<file path="src/rtl/serial_mag_comparator_pkg.sv">
// Shared types for the serial magnitude comparator: FSM states, 2-bit digit
// results and the digit width consumed per cycle.
package cmp_pkg;

  localparam int unsigned DIGIT_W = 2;

  typedef enum logic [1:0] {
    IDLE = 2'd0,
    RUN  = 2'd1,
    DONE = 2'd2
  } cmp_state_t;

  typedef enum logic [1:0] {
    EQ = 2'b00,
    GT = 2'b01,
    LT = 2'b10
  } digit_res_t;

endpackage

</file>
<file path="src/rtl/serial_mag_comparator_if.sv">
// Request/result bundle between a requester and the serial comparator.
interface serial_mag_comparator_if #(
  parameter int unsigned WIDTH = 8
);
  logic             start;
  logic [WIDTH-1:0] a;
  logic [WIDTH-1:0] b;
  logic             ready;
  logic             done;
  logic             agb;
  logic             alb;
  logic             aeb;

  modport master (output start, a, b, input ready, done, agb, alb, aeb);
  modport slave  (input start, a, b, output ready, done, agb, alb, aeb);
endinterface

</file>
<file path="src/rtl/serial_mag_comparator_digit_slice.sv">
// Combinational 2-bit unsigned comparator returning GT/LT/EQ.
module cmp_digit_slice
  import cmp_pkg::*;
(
  input  logic [DIGIT_W-1:0] a_i,
  input  logic [DIGIT_W-1:0] b_i,
  output digit_res_t         res_o
);
  always_comb begin
    res_o = EQ;
    if (a_i > b_i)      res_o = GT;
    else if (a_i < b_i) res_o = LT;
  end
endmodule

</file>
<file path="src/rtl/serial_mag_comparator.sv">
// MSB-first serial magnitude comparator, one 2-bit digit per cycle.
// Optional SERIAL_CMP_EARLY_EXIT_EN finishes on the first differing digit.
module serial_mag_comparator
  import cmp_pkg::*;
#(
  parameter int unsigned WIDTH = 8
) (
  input logic                    clk,
  input logic                    rst_n,
  serial_mag_comparator_if.slave bus
);
  localparam int unsigned D     = WIDTH / DIGIT_W;
  localparam int unsigned CNT_W = $clog2(D + 1);

  cmp_state_t       state_q, state_d;
  logic [WIDTH-1:0] sa_q, sa_d, sb_q, sb_d;
  logic [CNT_W-1:0] cnt_q, cnt_d;
  digit_res_t       dec_q, dec_d;
  logic             agb_q, agb_d, alb_q, alb_d, aeb_q, aeb_d;
  digit_res_t       slice_res;
  digit_res_t       dec_nxt;
  logic             last;

  cmp_digit_slice u_slice (
    .a_i  (sa_q[WIDTH-1 -: DIGIT_W]),
    .b_i  (sb_q[WIDTH-1 -: DIGIT_W]),
    .res_o(slice_res)
  );

  // The decision freezes on the first non-EQ digit.
  assign dec_nxt = (dec_q == EQ) ? slice_res : dec_q;

  always_comb begin
    state_d = state_q;
    sa_d    = sa_q;
    sb_d    = sb_q;
    cnt_d   = cnt_q;
    dec_d   = dec_q;
    agb_d   = agb_q;
    alb_d   = alb_q;
    aeb_d   = aeb_q;
    last    = 1'b0;
    case (state_q)
      IDLE: begin
        if (bus.start) begin
          sa_d    = bus.a;
          sb_d    = bus.b;
          cnt_d   = CNT_W'(D);
          dec_d   = EQ;
          state_d = RUN;
        end
      end
      RUN: begin
        sa_d  = sa_q << DIGIT_W;
        sb_d  = sb_q << DIGIT_W;
        cnt_d = cnt_q - 1'b1;
        dec_d = dec_nxt;
        last  = (cnt_q == CNT_W'(1));
`ifdef SERIAL_CMP_EARLY_EXIT_EN
        if (dec_q == EQ && slice_res != EQ) last = 1'b1;
`endif
        if (last) begin
          state_d = DONE;
          agb_d   = (dec_nxt == GT);
          alb_d   = (dec_nxt == LT);
          aeb_d   = (dec_nxt == EQ);
        end
      end
      DONE:    state_d = IDLE;
      default: state_d = IDLE;
    endcase
  end

  always_ff @(posedge clk) begin
    if (!rst_n) begin
      state_q <= IDLE;
      sa_q    <= '0;
      sb_q    <= '0;
      cnt_q   <= '0;
      dec_q   <= EQ;
      agb_q   <= 1'b0;
      alb_q   <= 1'b0;
      aeb_q   <= 1'b0;
    end else begin
      state_q <= state_d;
      sa_q    <= sa_d;
      sb_q    <= sb_d;
      cnt_q   <= cnt_d;
      dec_q   <= dec_d;
      agb_q   <= agb_d;
      alb_q   <= alb_d;
      aeb_q   <= aeb_d;
    end
  end

  assign bus.ready = (state_q == IDLE);
  assign bus.done  = (state_q == DONE);
  assign bus.agb   = agb_q;
  assign bus.alb   = alb_q;
  assign bus.aeb   = aeb_q;
endmodule
</file>
<file path="src/flat_wrapper.sv">
// flat-port wrapper written by rule: the top's interface ports become plain ports
module serial_mag_comparator_flat import cmp_pkg::*;
#(
  parameter int unsigned WIDTH = 8
)
  (clk, rst_n, bus_start, bus_a, bus_b, bus_ready, bus_done, bus_agb, bus_alb, bus_aeb);
  serial_mag_comparator_if #(.WIDTH(WIDTH)) bus_i ();
  input logic clk;
  input logic rst_n;
  input wire logic [$bits(bus_i.start)-1:0] bus_start;
  input wire logic [$bits(bus_i.a)-1:0] bus_a;
  input wire logic [$bits(bus_i.b)-1:0] bus_b;
  output wire logic [$bits(bus_i.ready)-1:0] bus_ready;
  output wire logic [$bits(bus_i.done)-1:0] bus_done;
  output wire logic [$bits(bus_i.agb)-1:0] bus_agb;
  output wire logic [$bits(bus_i.alb)-1:0] bus_alb;
  output wire logic [$bits(bus_i.aeb)-1:0] bus_aeb;
  assign bus_i.start = bus_start;
  assign bus_i.a = bus_a;
  assign bus_i.b = bus_b;
  assign bus_ready = bus_i.ready;
  assign bus_done = bus_i.done;
  assign bus_agb = bus_i.agb;
  assign bus_alb = bus_i.alb;
  assign bus_aeb = bus_i.aeb;
  serial_mag_comparator #(.WIDTH(WIDTH)) u_core (.clk(clk), .rst_n(rst_n), .bus(bus_i));
endmodule
</file>
<file path="config.mk">
export PLATFORM = sky130hd
export DESIGN_NAME = serial_mag_comparator_flat
export DESIGN_NICKNAME = d
export VERILOG_FILES = /design/src/rtl/serial_mag_comparator_pkg.sv /design/src/rtl/serial_mag_comparator_if.sv /design/src/rtl/serial_mag_comparator_digit_slice.sv /design/src/rtl/serial_mag_comparator.sv /design/src/flat_wrapper.sv
export SDC_FILE = /design/constraint.sdc
export NUM_CORES = 1
export LEC_CHECK = 0
export BUFFER_PORTS_ARGS = -buffer_cell sky130_fd_sc_hd__buf_2
export CORE_AREA = 3 3 80 52
export DETAILED_ROUTE_END_ITERATION = 8
export DIE_AREA = 0 0 83 55
export GPL_TIMING_DRIVEN = 0
export SYNTH_ARGS = -nofsm -noshare
export SYNTH_HDL_FRONTEND = slang
export SYNTH_SLANG_ARGS = --single-unit
</file>
<file path="constraint.sdc">
create_clock -name clk -period 1.7 [get_ports clk]
set_clock_uncertainty 0.1 [all_clocks]
set_input_delay 0.34 -clock clk [delete_from_list [all_inputs] [get_ports clk]]
set_output_delay 0.34 -clock clk [all_outputs]
set_load 0.02 [all_outputs]
</file>
# After elaboration in Yosys (flattened, before gate mapping)
# Index checks and enable logic that the tools add are counted.
dict set report word_totals {
  in_bits 19
  output_inout_bits 5
  reg_bits 26
  elab_cells 39
}
dict set report op_classes {
  magnitude_cmp 2
  mux 14
  n_eq_ne 7
  reduce_logical 7
  n_addsub 1
}
# cell n
set op_table {}
lappend op_table {{$pmux 8 s2} 2}
lappend op_table {{$mux 8} 2}
lappend op_table {{$mux 2} 6}
lappend op_table {{$pmux 2 s2} 2}
lappend op_table {{$logic_not 2->1} 3}
lappend op_table {{$pmux 3 s2} 1}
lappend op_table {{$reduce_and 2->1} 3}
lappend op_table {{$eq 2x1->1 const B} 2}
lappend op_table {{$eq 2x2->1 const B} 2}
lappend op_table {{$eq 3x1->1 const B} 1}
lappend op_table {{$mux 3} 1}
lappend op_table {{$sub 3x1->3 const B} 1}
lappend op_table {{$gt 2x2->1} 1}
lappend op_table {{$lt 2x2->1} 1}
lappend op_table {{$ne 2x1->1 const B} 1}
lappend op_table {{$ne 2x2->1 const B} 1}
lappend op_table {{$reduce_bool 2->1} 1}

# Depth between registers and ports, before layout
# Gate-level depths: netlist of run 1.
dict set report logic_depth {
  word_depth 5
  ltp_mapped 6
  mapped_depth_nobuf 6
}

# Hierarchy
# A second synthesis of run 1 with hierarchy kept.
dict set report unflattened {
  hier_cells 142
  hier_area_um2 1276.2
}
# mod cells_per_inst area_each_um2 seq_area_each_um2 instances
set modules_own_cells {}
lappend modules_own_cells {serial_mag_comparator 135 1211.2 520.5 1}
lappend modules_own_cells {cmp_digit_slice 7 65.1 0.0 1}

# Worst setup path before layout of run 1
# Ideal clock, no wire load.
dict set report synth_path {
  kind {reg-to-output}
  start {reg u_core.state_q[1]}
  end {out bus_done}
  path_slack_ps 241
  t_required_ps 1260
  arrival_ps 1019
  stages_incl_launch_ff 3
  path_buffers 1
  path_cell_list {dfxtp_1 -> clkbuf_1 -> nor2b_1}
}
dict set report synth_between {
  elab_chain_len 1
}
# item line
set synth_lines {}
lappend synth_lines {{from (decl)} serial_mag_comparator.sv:15} ;# cmp_state_t state_q, state_d;
lappend synth_lines {{from (signal assigned)} serial_mag_comparator.sv:85} ;# state_q <= state_d;
lappend synth_lines {{$eq 2x2->1} serial_mag_comparator.sv:97} ;# assign bus.done = (state_q == DONE);
lappend synth_lines {{to (decl)} flat_wrapper.sv:14} ;# output wire logic [$bits(bus_i.done)-1:0] bus_done;
# No other way between the ends.

# Final worst setup path of run 1
# Same ends and word-level chain as after synthesis.

==> metrics.md, run 1 <==
| Metric | Value |
|---|---|
| Max Fclk | `633 MHz` |
| Final std cells w/o fill | `206` |
| Part of the Yosys area used for sequential elements | `0.435` |
| Largest net degree at the start of global routing | `14` |
| RSZ-0062 raised after global routing | `false` |
| Xor/xnor share of the synthesized area | `0` |
| Slew Limit Fails | `0` |
| Synth cell count leaders | `dfxtp_1, nor2_1, a211oi_1, mux2i_1, a21oi_1` |
| Status | `finished, final reports clean` |
| Crit path max fanout | `10` |
| Largest family of logic cells by synthesized area | `simple AND/OR/NAND/NOR gates` |
| Crit-path slowest cell | `dfxtp_2` |
| DIE AREA | `0.00457 mm²` |
| Pwr dens | `899 mW/mm²` |
| Detailed Routing Iterations Pass 1 | `4` |
| Initial antenna violation count | `0` |
| MaxCap Viol Count | `0` |
| Synth Area in Adders | `0.0418` |
| Fraction of registers with async set/reset | `0` |
| Leakage | `0.000654 µW` |
| Final period util | `0.929` |
| Gp weighted congestion | `0.756` |
| Share of the synthesized area in the top cell type | `0.435` |
| Antenna-violating nets left | `0` |
| Most frequent cell after synthesis | `dfxtp_1` |
| Post-synthesis cell area | `0.00120 mm²` |
| Chip width | `83 µm` |
| Vias in the first global route | `910` |
| Critical Path Sink | `bus_done` |
| Post-layout min period | `1.58 ns` |
| Fin. Hold Viols | `0` |
| First-pass GRT wire length | `4130 µm` |
| Total Neg Setup Slack | `0 ns` |
| Yosys top cell by area | `dfxtp_1` |
| Initial core utilization | `0.339` |
| Crit path from | `u_core.state_q[1]$_SDFFE_PN0P_` |
| Core box area | `0.00353 mm²` |
| Clock sinks | `26` |
| CTS Root Cell | `clkbuf_8` |
| Layout cells sized above 1 | `0.220` |
| #FFs+latches synth | `26` |
| WS Path Type | `flop to output port` |
| Total track usage | `0.114` |
| Mapped Avg Cell Area | `9.00 µm²` |
| FF-to-FF End | `u_core.dec_q[0]$_SDFFE_PN0P_` |
| Worst path cell trace | `clkbuf_4, nor2b_1, buf_2` |
| Rows | `17` |
| Reg2reg path depth | `6` |
| # H-tree levels | `1` |
| Prevailing post-synth register cell | `dfxtp_1` |
| # nets final | `184` |
| DR vias | `984` |
| CTS tree | `done` |
| EDFF count, synth | `0` |
| Post-Synth Simple-Gate Area | `0.183` |
| Reg clk slew, reported paths | `0.09 ns` |
| Area Overhead vs Synth | `18.4%` |
| Critical path endpoint category | `output port` |
| Max-slew headroom | `0.681` |
| Crit path largest cell delay | `0.37 ns` |
| Wire per inst | `12.0 µm` |
| Worst ir drop on vdd | `445 µV` |
| Start of the worst register-to-register path | `u_core.sb_q[7]$_SDFFE_PN0P_` |
| R2r setup slk | `0.19 ns` |
| CTS Hold Bufs | `0` |
| Dpl cells | `203` |
| CP required | `1.26 ns` |
| # IOs | `24` |
| Syn Inst Count | `133` |
| Tot Pwr | `1270 µW` |
| Synth Area in Compound Gates | `0.169` |
| Mapped Nets | `156` |
| GR Overflow Total | `0` |
| Mux cell area share after synthesis | `0.100` |
| 1st-iter DRT viols | `46` |
| Startpoint Class | `flop` |
| Clk_lat worst skew | `0.26 ns` |
| Ys Warns | `0` |
| N_diodes | `0` |
| CTS max path bufs | `2` |
| # port buffers | `23` |
| Die Y | `55 µm` |
| Critical Path AT | `1.14 ns` |
| Post-DP HPWL | `2010 µm` |
| Drt drc | `0` |
| Worst-margin pin slew | `0.478 ns` |
| Via density | `4.78` |
| Hold Crit Class | `input pin to flop` |
| Largest cells by area after synthesis | `dfxtp_1, mux2i_1, nor2_1, a211oi_1, ha_1` |
| Final WL | `2480 µm` |
| Number of distinct library cells after synthesis | `32` |
| Cts bufs inserted | `3` |
| # setup viols final | `0` |
| Hold slack | `0.221 ns` |
-- flip-flops by register name, summed over array words and instances (netlist names) --
register        count
u_core.sa_q         8
u_core.bus.alb      1
u_core.dec_q        2
u_core.state_q      2
u_core.sb_q         8
u_core.cnt_q        3
u_core.bus.agb      1
u_core.bus.aeb      1
-- where the power goes --
group	internal [µW]	total, µW	switching (µW)
logic	113	249	136
registers	657	688	30.9
clock network	158	338	180
total	929	1270	346
-- cell families (layout without fill, tap and decap cells) --
group,count (synthesis),count (layout)
simple gates,45,45
compound gates,31,31
flops,26,26
buf+inv,15,41
mux,12,12
fa+ha+maj,4,4
-- final cells by class --
type | count | area (µm²)
plain buffers | 8 | 62.6
clock buffers | 3 | 41.3
fillers | 381 | 2110
inverters | 7 | 26.3
multi-input cells | 92 | 592
flip-flops and latches | 26 | 522
well taps | 47 | 58.8
repair buffers | 23 | 115
-- worst min-delay path by stage --
stage,depth (start not counted),start,to
2_1_floorplan,2,u_core.cnt_q[1]$_SDFFE_PN0P_,u_core.cnt_q[1]$_SDFFE_PN0P_
3_3_place_gp,2,u_core.bus.agb$_SDFFE_PN0P_,u_core.bus.agb$_SDFFE_PN0P_
3_5_place_dp,2,u_core.bus.agb$_SDFFE_PN0P_,u_core.bus.agb$_SDFFE_PN0P_
4_1_cts,3,bus_a[1],u_core.sa_q[1]$_SDFFE_PN0P_
5_1_grt,3,bus_b[0],u_core.sb_q[0]$_SDFFE_PN0P_
6_report,3,bus_b[0],u_core.sb_q[0]$_SDFFE_PN0P_
-- metrics by stage --
stage / util / cell area, µm² / worst slack (ns)
after global routing: 0.401 / 1420 / 0.0313
after CTS: 0.401 / 1420 / 0.0278
after detailed placement: 0.388 / 1370 / -0.0129
after global placement: 0.388 / 1370 / 0.0255
final: 0.401 / 1420 / 0.121
after floorplan: - / 1200 / 0.241
-- worst max-delay path: cells and delay by family, from the launching register on --
| kind | cells | cell delay (ns) |
|---|---|---|
| flip-flops | 1 | 0.37 |
| AND/OR/NAND/NOR | 1 | 0.13 |
| buffers and inverters | 2 | 0.37 |
-- cell usage in the layout, fill, tap and decap left out, drive strengths merged --
master and instances:
inv 7, o22ai 1, o31ai 1, o21ai 4, a211oi 12, nor3 2, nor2b 2, buf 27
nor2 26, a21oi 8, or2 1, nand3b 3, mux2i 12, nand2 4, clkbuf 7, nand3 1
a31o 1, o21a 1, dfxtp 26, a22oi 3, nor4 1, and3 1, and2 1, nand2b 3
ha 4
-- routing by layer --
metal  global-route usage  part of all wire  wire [µm]
met1                0.152              0.52       1300
met2                0.190              0.42       1040
met3               0.0399             0.057        142
met4              0.00815                 0          0
met5                    0                 0          0
-- timing repair --
item,in CTS,in global routing
resized for setup,2,1
setup buffers,0,0
hold endpoints to repair,0,0
setup endpoints to repair,2,1
No activity file was read; power rests on OpenSTA's default activity.
==> run 2: changes to the inputs <==
--- a/config.mk
+++ b/config.mk
@@ -5,6 +5,7 @@
 export SDC_FILE = /design/constraint.sdc
 export NUM_CORES = 1
 export LEC_CHECK = 0
+export ABC_AREA = 1
 export BUFFER_PORTS_ARGS = -buffer_cell sky130_fd_sc_hd__buf_2
 export CORE_AREA = 3 3 80 52
 export DETAILED_ROUTE_END_ITERATION = 8
==> run 2 against run 1 <==
Compared with the run above: first-iteration DRC count increased by 24%; combinational power up 30%; sequential cell count unchanged; cell area is 0.88% lower; wire length is 3.5% higher; critical endpoint is now u_core.sa_q[2]$_SDFFE_PN0P_; largest power group unchanged; highest routed layer is now met4.
==> metrics.md, run 2 <==
| Metric | Value |
|---|---|
| Post-DP HPWL | `1920 µm (-4.6%)` |
| Total track usage | `0.121 (+0.00672)` |
| Number of distinct library cells after synthesis | `20 (-38%)` |
| Fin. Hold Viols | `0 (unchanged)` |
| Antenna-violating nets left | `0 (unchanged)` |
| 1st-iter DRT viols | `57 (+24%)` |
| Vias in the first global route | `939 (+3.2%)` |
| Rows | `17 (unchanged)` |
| Final WL | `2560 µm (+3.5%)` |
| Prevailing post-synth register cell | `dfxtp_1` |
| Detailed Routing Iterations Pass 1 | `4 (unchanged)` |
| Slew Limit Fails | `0 (unchanged)` |
| Part of the Yosys area used for sequential elements | `0.437 (+0.00274)` |
| Post-CTS Resized | `0 (-2)` |
| Tot Pwr | `1380 µW (+8.2%)` |
| Leakage | `0.000661 µW (+1.1%)` |
| Largest cells by area after synthesis | `dfxtp_1, nand2_1, o211ai_1, inv_1, a21oi_1` |
| Post-synthesis cell area | `0.00119 mm² (-0.63%)` |
| Total Neg Setup Slack | `0 ns (unchanged)` |
| Post-layout min period | `1.40 ns (-0.178 ns)` |
| # H-tree levels | `1 (unchanged)` |
| Mapped Avg Cell Area | `7.39 µm² (-18%)` |
| Ys Warns | `0 (unchanged)` |
| Largest regs | `u_core.sa_q (8), u_core.sb_q (8), u_core.cnt_q (3)` |
| WS Path Type | `flop to flop` |
| Max Fclk | `714 MHz (+13%)` |
| Die Y | `55 µm (unchanged)` |
| DIE AREA | `0.00457 mm² (unchanged)` |
| Final period util | `0.824 (-0.105)` |
| First-pass GRT wire length | `4300 µm (+4.2%)` |
| CP required | `1.82 ns (+0.56 ns)` |
| Core box area | `0.00353 mm² (unchanged)` |
| # IOs | `24 (unchanged)` |
| Commonest non-fill, non-tap cell in the layout | `nand2_1` |
| Dpl cells | `231 (+14%)` |
| Largest net degree at the start of global routing | `14 (unchanged)` |
| Crit path largest cell delay | `0.39 ns (+0.02 ns)` |
| Via density | `4.38 (-8.2%)` |
| Clock sinks | `26 (unchanged)` |
| Gp weighted congestion | `0.761 (+0.64%)` |
| Chip width | `83 µm (unchanged)` |
| MaxCap Viol Count | `0 (unchanged)` |
| Wire per inst | `11.0 µm (-8.9%)` |
| R2r setup slk | `0.30 ns (+0.11 ns)` |
| Initial core utilization | `0.337 (-0.00213)` |
| Worst ir drop on vdd | `299 µV (-33%)` |
| Drt drc | `0 (unchanged)` |
| CTS tree | `done` |
| Fill count | `424 (+11%)` |
| Reg clk slew, reported paths | `0.08 ns (about the same)` |
| Worst-margin pin slew | `0.492 ns (+0.0132 ns)` |
| Startpoint Class | `flop` |
| Max-slew headroom | `0.672 (-0.00879)` |
| Synth cell count leaders | `nand2_1, dfxtp_1, inv_1` |
| Commonest non-fill, non-tap cells in the layout | `nand2_1, dfxtp_1, buf_2, inv_1, a21oi_1` |
| Fraction of registers with async set/reset | `0 (unchanged)` |
| # nets final | `212 (+15%)` |
| Syn Inst Count | `161 (+21%)` |
| Share of the synthesized area in the top cell type | `0.437 (+0.00274)` |
| Critical path endpoint category | `flop` |
| Crit path max fanout | `10 (unchanged)` |
| CTS Hold Bufs | `0 (unchanged)` |
| Cts bufs inserted | `3 (unchanged)` |
| DR vias | `1026 (+4.3%)` |
| Area Overhead vs Synth | `18.1%` |
| Yosys top cell by area | `dfxtp_1` |
| Hold slack | `0.206 ns (-0.0146 ns)` |
| Setup bufs post-CTS | `0 (unchanged)` |
| Layout cells sized above 1 | `0.198 (-0.0223)` |
| Mapped Nets | `184 (+18%)` |
| EDFF count, synth | `0 (unchanged)` |
| Critical Path AT | `1.52 ns (+0.38 ns)` |
| Hold Crit Class | `input pin to flop` |
| #FFs+latches synth | `26 (unchanged)` |
| Pwr dens | `982 mW/mm² (+9.2%)` |
| GR Overflow Total | `0 (unchanged)` |
| Status | `finished, final reports clean` |
| Initial antenna violation count | `0 (unchanged)` |
| RSZ-0062 raised after global routing | `false` |
| Most frequent cell after synthesis | `nand2_1` |
| Worst path cell trace | `inv_1, o21ai_4, nor2_2, o211ai_1, nand2_1` |
| # port buffers | `23 (unchanged)` |
| Final std cells w/o fill | `234 (+14%)` |
| Clk_lat worst skew | `0.27 ns (about the same)` |
| N_diodes | `0 (unchanged)` |
| Crit-path slowest cell | `nor2_2` |
| CTS Root Cell | `clkbuf_8` |
| # setup viols final | `0 (unchanged)` |
| CTS max path bufs | `2 (unchanged)` |
-- run 2: per-layer routing --
layer / up-vias / routed length (µm) / share of wire / track usage
met5: - / 0 / 0 / 0
met2: 22 / 1020 / 0.40 / 0.193
li1: 563 / - / - / -
met3: 2 / 157 / 0.061 / 0.0459
met1: 439 / 1370 / 0.53 / 0.159
met4: 0 / 9 / 0.0035 / 0.0245
-- run 2: through the flow --
step | util | cell area, µm² | setup slack (ns)
after floorplan | - | 1190 | 0.486
after global placement | 0.386 | 1360 | 0.246
after detailed placement | 0.386 | 1360 | 0.270
after CTS | 0.398 | 1410 | 0.291
after global routing | 0.398 | 1410 | 0.170
final | 0.398 | 1410 | 0.299
-- run 2: kinds of logic (layout without fill, tap and decap cells) --
kind of cell             count (synthesis)  count (layout)  share of synthesized area
flip-flops                              26              26                      0.437
AO/OA/AOI/OAI                           28              28                      0.149
adder cells (fa/ha/maj)                  4               4                     0.0421
buffers and inverters                   20              46                     0.0757
AND/OR/NAND/NOR                         83              83                      0.295
-- run 2: cell type report --
cell class | instances | area (µm²) | area share
Timing Repair Buffer | 23 | 115 | 0.0819
Multi-Input combinational cell | 115 | 579 | 0.412
Inverter | 16 | 62.6 | 0.0445
Buffer | 4 | 27.5 | 0.0196
Clock buffer | 3 | 41.3 | 0.0294
Tap cell | 47 | 58.8 | 0.0419
Sequential cell | 26 | 520 | 0.370
-- run 2: path summary, 6_finish.rpt --
check                           endpoint                            from  cells after the start
max          u_core.sa_q[2]$_SDFFE_PN0P_  u_core.state_q[1]$_SDFFE_PN0P_                      5
max reg2reg  u_core.sa_q[2]$_SDFFE_PN0P_  u_core.state_q[1]$_SDFFE_PN0P_                      5
min          u_core.sa_q[6]$_SDFFE_PN0P_                        bus_a[6]                      3
min reg2reg  u_core.sb_q[3]$_SDFFE_PN0P_     u_core.sb_q[3]$_SDFFE_PN0P_                      2
-- run 2: critical path, delay by kind of cell, from the launching register on --
kind	cells	cell delay [ns]
AOI/OAI and AO/OA	2	0.33
DFF	1	0.32
buffers and inverters	1	0.13
and+or+nand+nor	2	0.47
-- run 2: where the power goes --
group | total [µW] | switching [µW] | leakage, µW | internal (µW)
Clock | 341 | 182 | 0.0000216 | 159
Sequential | 716 | 40.0 | 0.000214 | 676
Combinational | 323 | 196 | 0.000426 | 127
Total | 1380 | 418 | 0.000661 | 961
